--- config.mk ---
export PLATFORM = sky130hd
export DESIGN_NAME = regfile_wb_queue_flat
export DESIGN_NICKNAME = d
export VERILOG_FILES = /design/src/rtl/regfile_wb_queue_if.sv /design/src/rtl/regfile_wb_queue.sv /design/src/flat_wrapper.sv
export SDC_FILE = /design/constraint.sdc
export NUM_CORES = 1
export LEC_CHECK = 0
export ABC_CLOCK_PERIOD_IN_PS = 3450
export BUFFER_PORTS_ARGS = -buffer_cell sky130_fd_sc_hd__buf_2
export CAP_MARGIN = 20
export CORE_ASPECT_RATIO = 0.75
export CORE_UTILIZATION = 30
export DETAILED_ROUTE_END_ITERATION = 7
export PLACE_DENSITY = 0.47
export SLEW_MARGIN = 20
export SYNTH_ARGS = -nofsm -noshare
export SYNTH_HDL_FRONTEND = slang
export SYNTH_SLANG_ARGS = --single-unit
export TNS_END_PERCENT = 50
--- constraint.sdc ---
create_clock -name clk -period 3.45 [get_ports clk]
set_clock_uncertainty 0.05 [all_clocks]
set_input_delay 0.1725 -clock clk [delete_from_list [all_inputs] [get_ports clk]]
set_output_delay 0.1725 -clock clk [all_outputs]
set_load 0.02 [all_outputs]
--- src/rtl/regfile_wb_queue_if.sv ---
// Handshake and port bundle for the register-file write-back queue.
// master: producer / register-file / decode side; slave: the queue.
interface regfile_wb_queue_if #(
   parameter int DATA_WIDTH = 32,
   parameter int ADDR_WIDTH = 5,
   parameter int DEPTH      = 4
);
   localparam int CW = $clog2(DEPTH) + 1;

   logic                  in_valid;
   logic                  in_ready;
   logic [ADDR_WIDTH-1:0] in_rd;
   logic [DATA_WIDTH-1:0] in_data;
   logic                  wb_stall;
   logic                  reg_write;
   logic [ADDR_WIDTH-1:0] write_addr;
   logic [DATA_WIDTH-1:0] write_data;
   logic [ADDR_WIDTH-1:0] fwd_addr1;
   logic [ADDR_WIDTH-1:0] fwd_addr2;
   logic                  fwd_hit1;
   logic                  fwd_hit2;
   logic [DATA_WIDTH-1:0] fwd_data1;
   logic [DATA_WIDTH-1:0] fwd_data2;
   logic [CW-1:0]         count;
   logic                  full;
   logic                  empty;

   modport master (
      output in_valid, in_rd, in_data, wb_stall,
      output fwd_addr1, fwd_addr2,
      input  in_ready, reg_write, write_addr, write_data,
      input  fwd_hit1, fwd_hit2, fwd_data1, fwd_data2,
      input  count, full, empty
   );

   modport slave (
      input  in_valid, in_rd, in_data, wb_stall,
      input  fwd_addr1, fwd_addr2,
      output in_ready, reg_write, write_addr, write_data,
      output fwd_hit1, fwd_hit2, fwd_data1, fwd_data2,
      output count, full, empty
   );
endinterface

--- src/rtl/regfile_wb_queue.sv ---
// In-order write-back queue in front of the register file write port,
// with youngest-entry forwarding for two decode read indices.
module regfile_wb_queue #(
   parameter int DATA_WIDTH = 32,
   parameter int ADDR_WIDTH = 5,
   parameter int DEPTH      = 4
) (
   input  logic               clk,
   input  logic               rst_n,
   regfile_wb_queue_if.slave  bus
);
   localparam int PW = $clog2(DEPTH);
   localparam int CW = PW + 1;

   logic [ADDR_WIDTH-1:0] r_rd   [DEPTH];
   logic [DATA_WIDTH-1:0] r_data [DEPTH];
   logic [PW-1:0]         r_head;
   logic [PW-1:0]         r_tail;
   logic [CW-1:0]         r_count;

   logic                  w_full;
   logic                  w_empty;
   logic                  w_push;
   logic                  w_pop;
   logic                  w_hit1;
   logic                  w_hit2;
   logic [DATA_WIDTH-1:0] w_dat1;
   logic [DATA_WIDTH-1:0] w_dat2;

   assign w_full  = (r_count == CW'(DEPTH));
   assign w_empty = (r_count == '0);
   // x0 writes complete the handshake but are never stored
   assign w_push  = bus.in_valid && !w_full && (bus.in_rd != '0);
   assign w_pop   = !w_empty && !bus.wb_stall;

   always_ff @(posedge clk or negedge rst_n) begin
      if (!rst_n) begin
         for (int i = 0; i < DEPTH; i++) begin
            r_rd[i]   <= '0;
            r_data[i] <= '0;
         end
         r_head  <= '0;
         r_tail  <= '0;
         r_count <= '0;
      end else begin
         if (w_push) begin
            r_rd[r_tail]   <= bus.in_rd;
            r_data[r_tail] <= bus.in_data;
            r_tail         <= r_tail + PW'(1);
         end
         if (w_pop) begin
            r_head <= r_head + PW'(1);
         end
         unique case ({w_push, w_pop})
            2'b10:   r_count <= r_count + CW'(1);
            2'b01:   r_count <= r_count - CW'(1);
            default: r_count <= r_count;
         endcase
      end
   end

   // Walk oldest to youngest so the last match wins
   always_comb begin
      w_hit1 = 1'b0;
      w_hit2 = 1'b0;
      w_dat1 = '0;
      w_dat2 = '0;
      for (int i = 0; i < DEPTH; i++) begin
         if (CW'(i) < r_count) begin
            if (bus.fwd_addr1 != '0 &&
                r_rd[r_head + PW'(i)] == bus.fwd_addr1) begin
               w_hit1 = 1'b1;
               w_dat1 = r_data[r_head + PW'(i)];
            end
            if (bus.fwd_addr2 != '0 &&
                r_rd[r_head + PW'(i)] == bus.fwd_addr2) begin
               w_hit2 = 1'b1;
               w_dat2 = r_data[r_head + PW'(i)];
            end
         end
      end
   end

   assign bus.in_ready   = !w_full;
   assign bus.reg_write  = w_pop;
   assign bus.write_addr = r_rd[r_head];
   assign bus.write_data = r_data[r_head];
   assign bus.fwd_hit1   = w_hit1;
   assign bus.fwd_hit2   = w_hit2;
   assign bus.fwd_data1  = w_dat1;
   assign bus.fwd_data2  = w_dat2;
   assign bus.count      = r_count;
   assign bus.full       = w_full;
   assign bus.empty      = w_empty;
endmodule

--- src/flat_wrapper.sv ---
// flat-port wrapper written by rule: the top's interface ports become plain ports
module regfile_wb_queue_flat 
#(
   parameter int DATA_WIDTH = 32,
   parameter int ADDR_WIDTH = 5,
   parameter int DEPTH      = 4
)
  (clk, rst_n, bus_in_valid, bus_in_rd, bus_in_data, bus_wb_stall, bus_fwd_addr1, bus_fwd_addr2, bus_in_ready, bus_reg_write, bus_write_addr, bus_write_data, bus_fwd_hit1, bus_fwd_hit2, bus_fwd_data1, bus_fwd_data2, bus_count, bus_full, bus_empty);
  regfile_wb_queue_if #(.DATA_WIDTH(DATA_WIDTH), .ADDR_WIDTH(ADDR_WIDTH), .DEPTH(DEPTH)) bus_i ();
  input  logic clk;
  input  logic rst_n;
  input wire logic [$bits(bus_i.in_valid)-1:0] bus_in_valid;
  input wire logic [$bits(bus_i.in_rd)-1:0] bus_in_rd;
  input wire logic [$bits(bus_i.in_data)-1:0] bus_in_data;
  input wire logic [$bits(bus_i.wb_stall)-1:0] bus_wb_stall;
  input wire logic [$bits(bus_i.fwd_addr1)-1:0] bus_fwd_addr1;
  input wire logic [$bits(bus_i.fwd_addr2)-1:0] bus_fwd_addr2;
  output wire logic [$bits(bus_i.in_ready)-1:0] bus_in_ready;
  output wire logic [$bits(bus_i.reg_write)-1:0] bus_reg_write;
  output wire logic [$bits(bus_i.write_addr)-1:0] bus_write_addr;
  output wire logic [$bits(bus_i.write_data)-1:0] bus_write_data;
  output wire logic [$bits(bus_i.fwd_hit1)-1:0] bus_fwd_hit1;
  output wire logic [$bits(bus_i.fwd_hit2)-1:0] bus_fwd_hit2;
  output wire logic [$bits(bus_i.fwd_data1)-1:0] bus_fwd_data1;
  output wire logic [$bits(bus_i.fwd_data2)-1:0] bus_fwd_data2;
  output wire logic [$bits(bus_i.count)-1:0] bus_count;
  output wire logic [$bits(bus_i.full)-1:0] bus_full;
  output wire logic [$bits(bus_i.empty)-1:0] bus_empty;
  assign bus_i.in_valid = bus_in_valid;
  assign bus_i.in_rd = bus_in_rd;
  assign bus_i.in_data = bus_in_data;
  assign bus_i.wb_stall = bus_wb_stall;
  assign bus_i.fwd_addr1 = bus_fwd_addr1;
  assign bus_i.fwd_addr2 = bus_fwd_addr2;
  assign bus_in_ready = bus_i.in_ready;
  assign bus_reg_write = bus_i.reg_write;
  assign bus_write_addr = bus_i.write_addr;
  assign bus_write_data = bus_i.write_data;
  assign bus_fwd_hit1 = bus_i.fwd_hit1;
  assign bus_fwd_hit2 = bus_i.fwd_hit2;
  assign bus_fwd_data1 = bus_i.fwd_data1;
  assign bus_fwd_data2 = bus_i.fwd_data2;
  assign bus_count = bus_i.count;
  assign bus_full = bus_i.full;
  assign bus_empty = bus_i.empty;
  regfile_wb_queue #(.DATA_WIDTH(DATA_WIDTH), .ADDR_WIDTH(ADDR_WIDTH), .DEPTH(DEPTH)) u_core (.clk(clk), .rst_n(rst_n), .bus(bus_i));
endmodule
==> run_results.csv <==
group,metric,value,unit
run_status,result_of_the_run,"finished clean",
worst_setup_path,crit_path_start_kind,"register",
worst_setup_path,timing.setup.critical_path_class,"reg2out",
floorplanning,height_of_the_die,183,um
synthesis,synth_edf_count,0,
cells_and_area,num-nets-final,1620,
synthesis,async_flop_share,100,%
synthesis,yosys.cell_types.count,56,
placement,globalplace.congestion,0.842,
synthesis,ys_warnings,0,
grt,grt_max_degree,136,
floorplanning,fp.dieArea,44400,um^2
timing,finalSetupTns,0,ns
cells_and_area,fin_util,38.2,%
placement,port_buffers,160,
min_path,min_path_type,"in2reg",
synthesis,netlist_area,13100,um^2
power_and_ir_drop,p_leak,0.00687,uW
worst_setup_path,critical_path_required,3.23,ns
drt,routed-via-count,11900,
placement,detailedPlacementHpwl,29900,um
clock_tree,clk_latency,0.45,ns
worst_setup_path,setup.worst_path.end_class,"output pin",
drt,route.detailed.vias_per_inst,5.56,
timing,slew-limit-headroom,38.6,%
floorplanning,floorplan.initialDensity,30.7,%
grt,grt_first_pass_wirelength,70600,um
grt,gr-usage-all-layers,20.8,%
worst_setup_path,list_of_cells_traversed_by_the_critical_path,"buf_12 -> mux4_2 -> and2_1 -> o21ai_2 -> a2111oi_4 -> buf_4 -> bufbuf_16 -> or4_1 -> buf_2",
floorplanning,core_area,42500,um^2
drt,post-route-drc-count,0,
clock_tree,numCtsBuffers,17,
drt,antenna_left,0,
synthesis,postSynthRegisterBits,155,
synthesis,postSynthCellCount,1412,
clock_tree,clock_tree.htree_level_count,4,
synthesis,postSynthNetCount,1472,
worst_setup_path,cp_data_arrival_time,3.21,ns
power_and_ir_drop,irDropWorstVdd,772,uV
power_and_ir_drop,power.density,1210,nW/um^2
timing,grt_setup_unrepaired,"yes",
cells_and_area,syn_to_final_growth,24.2,%
grt,via_count_of_the_first_global_routing_pass,11500,
drt,detail_route.wl_per_cell,21.9,um
timing,timing.hold.ws,0.0109,ns
clock_tree,clock_sinks,155,
synthesis,synth_sequential_area_ratio,29.7,%
drt,finalWirelength,47000,um
synthesis,dominantRegCellSynth,"dfrtp_1",
timing,number_of_hold_slack_violations_in_the_final_timing_report,0,
grt,grt-ovfl-total,0,
drt,first_pass_iters,6,
flow_run,timing.max_cap.violations,0,
clock_tree,clock_tree.root_cell,"clkbuf_16",
placement,placed_cells,2049,
floorplanning,die_w,243,um
clock_tree,tritoncts,"done",
cells_and_area,proportion_of_layout_cells_with_a_drive_suffix_above_1,38.0,%
floorplanning,row_count,65,
floorplanning,floorplan.io_pins,161,
grt,grt_antenna_before_repair,3,
clock_tree,clk_transition_reported_paths,0.07,ns
timing,finalSetupViolCount,0,
timing,max_freq,291,MHz
clock_tree,clk_path_buf_depth,2,
cells_and_area,final-instance-count-excl-fill,2144,
timing,finalCritPeriodShare,99.4,%
timing,worstMarginPinSlew,0.921,ns
synthesis,syn_avg_cell_area,9.24,um^2
worst_setup_path,critPathSlowestCell,"or4_1",
worst_setup_path,cp_slowest_stage_delay,0.51,ns
drt,drt_first_iter_violations,1014,
timing,number_of_max_slew_violations_in_the_final_report,0,
worst_setup_path,cp_max_fo,13,
timing,fin_crit,3.43,ns
==> flip-flops by register name (all words and copies together) (netlist names) <==
| name | flops |
|---|---|
| u_core.bus.count | 3 |
| u_core.r_data | 128 |
| u_core.r_head | 2 |
| u_core.r_rd | 20 |
| u_core.r_tail | 2 |
==> critical path: cells and delay by family (launching register included) <==
kind / cells / cell delay, ns
multiplexers: 1 / 0.50
AND/OR/NAND/NOR: 2 / 0.71
buffers and inverters: 4 / 0.83
flip-flops: 1 / 0.49
AO/OA/AOI/OAI: 2 / 0.22
==> power breakdown <==
part           internal, uW  leakage [uW]  switching (uW)
registers              2770       0.00184             786
clock network          1170      0.000285             810
logic                  5620       0.00475            8530
total                  9570       0.00687           10100
==> worst paths after layout <==
| kind | startpoint | end | slack, ns | depth (start not counted) |
|---|---|---|---|---|
| min reg2reg | u_core.r_data[34] | u_core.r_data[34] | 0.47 | 1 |
| min | bus_in_rd[3] | u_core.r_rd[13] | 0.01 | 2 |
| min in group asynchronous | rst_n | u_core.r_rd[3] | 0.24 | 2 |
| max in group asynchronous | rst_n | u_core.r_data[70] | 2.25 | 3 |
| max reg2reg | u_core.bus.count[0] | u_core.r_data[36] | 0.91 | 7 |
| max | u_core.r_head[0] | bus_fwd_hit1 | 0.02 | 9 |
==> timing repair <==
action,in CTS,in global routing
resized for setup,22,56
gates cloned,1,5
hold buffers,37,0
setup endpoints to repair,65,63
setup buffers,12,6
pin swaps,4,16
endpoints found under the hold margin,199,0
==> kinds of logic (layout without fill, tap and decap cells) <==
kind of cell / Yosys count / in the layout / share of synthesized area, %
AOI/OAI and AO/OA: 411 / 412 / 22.0
xor gates and xnor gates: 48 / 48 / 3.22
adders and majority gates: 9 / 9 / 0.863
buffers and inverters: 180 / 340 / 6.38
DFF: 155 / 155 / 29.7
muxes: 304 / 304 / 26.8
other: 0 / 2 / 0
and+or+nand+nor: 305 / 305 / 11.1
==> cell type report <==
type	instances	area, um^2
fillers	4351	26200
flip-flops and latches	155	3890
diodes	2	5.00
inverters	41	159
well taps	569	712
multi-input cells	1078	8690
repair buffers	267	2150
clock inverters	11	144
clock buffers	21	460
==> synthesized netlist by cell type, types with 3 or more instances <==
master,count,share of area (%)
buf_6,8,0.69
dfrtp_1,155,30
and3_1,3,0.14
o21ai_0,72,2.8
ha_1,9,0.86
nor2_1,58,1.7
xor2_1,20,1.3
nand2_1,133,3.8
nor3_1,20,0.77
mux2i_1,82,6.3
o31ai_1,32,1.8
o22ai_1,6,0.29
nand3b_1,6,0.35
nand3_1,4,0.15
or3_1,28,1.3
o21ai_1,16,0.61
a221oi_2,30,3.5
a21o_1,28,1.6
nor2b_1,8,0.38
o31a_1,6,0.40
and2_1,8,0.38
clkbuf_1,66,1.9
buf_2,41,1.6
buf_4,9,0.52
a22oi_1,32,1.8
o21ai_2,11,0.74
xnor2_1,28,1.9
buf_1,14,0.40
inv_1,41,1.2
mux4_2,15,2.6
nor3b_1,25,1.4
a21oi_1,94,3.6
nand2b_1,7,0.34
mux2_2,206,18
a31oi_1,64,3.1
==> layer usage <==
layer | routed length, um | global-route usage [%]
met5 | 13 | 0
met4 | 679 | 4.81
met3 | 3130 | 3.44
met2 | 21300 | 33.3
met1 | 21800 | 29.0
==> placed cells by master (no fill, tap or decap), types with 4 or more instances in the layout <==
cell	synthesis	layout
dlygate4sd3_1	0	37
o21ai_0	72	72
xor2_2	0	4
clkbuf_16	0	20
buf_6	8	9
xnor2_1	28	26
nor2b_1	8	8
mux4_2	15	15
buf_2	41	145
nand2_1	133	128
mux2i_1	82	79
nand3_1	4	4
xor2_1	20	16
dfrtp_1	155	153
a221oi_2	30	30
buf_12	0	23
nand2b_1	7	7
clkinvlp_4	0	4
or3_1	28	27
a21o_1	28	27
buf_4	9	48
a21oi_1	94	77
o21ai_2	11	19
and2_1	8	8
o21ai_1	16	7
o22ai_2	1	5
nor3b_2	0	9
nor3b_1	25	16
nor3_1	20	18
a21oi_2	0	14
o31ai_1	32	32
nand2_2	0	5
o31a_1	6	6
nand3b_1	6	6
nor2_1	58	57
mux2_2	206	206
inv_1	41	40
a22oi_1	32	32
a31oi_1	64	64
ha_1	9	9
==> stage by stage <==
stage	setup WS [ns]	area, um^2	total power (uW)
4_1_cts	-0.0289	15800	19300
3_5_place_dp	0.270	14600	16900
2_1_floorplan	0.636	13100	12900
3_3_place_gp	0.294	14600	16800
6_report	0.0192	16200	19700
5_1_grt	-0.0749	16200	21100
Power figures use the tool's default switching activity.
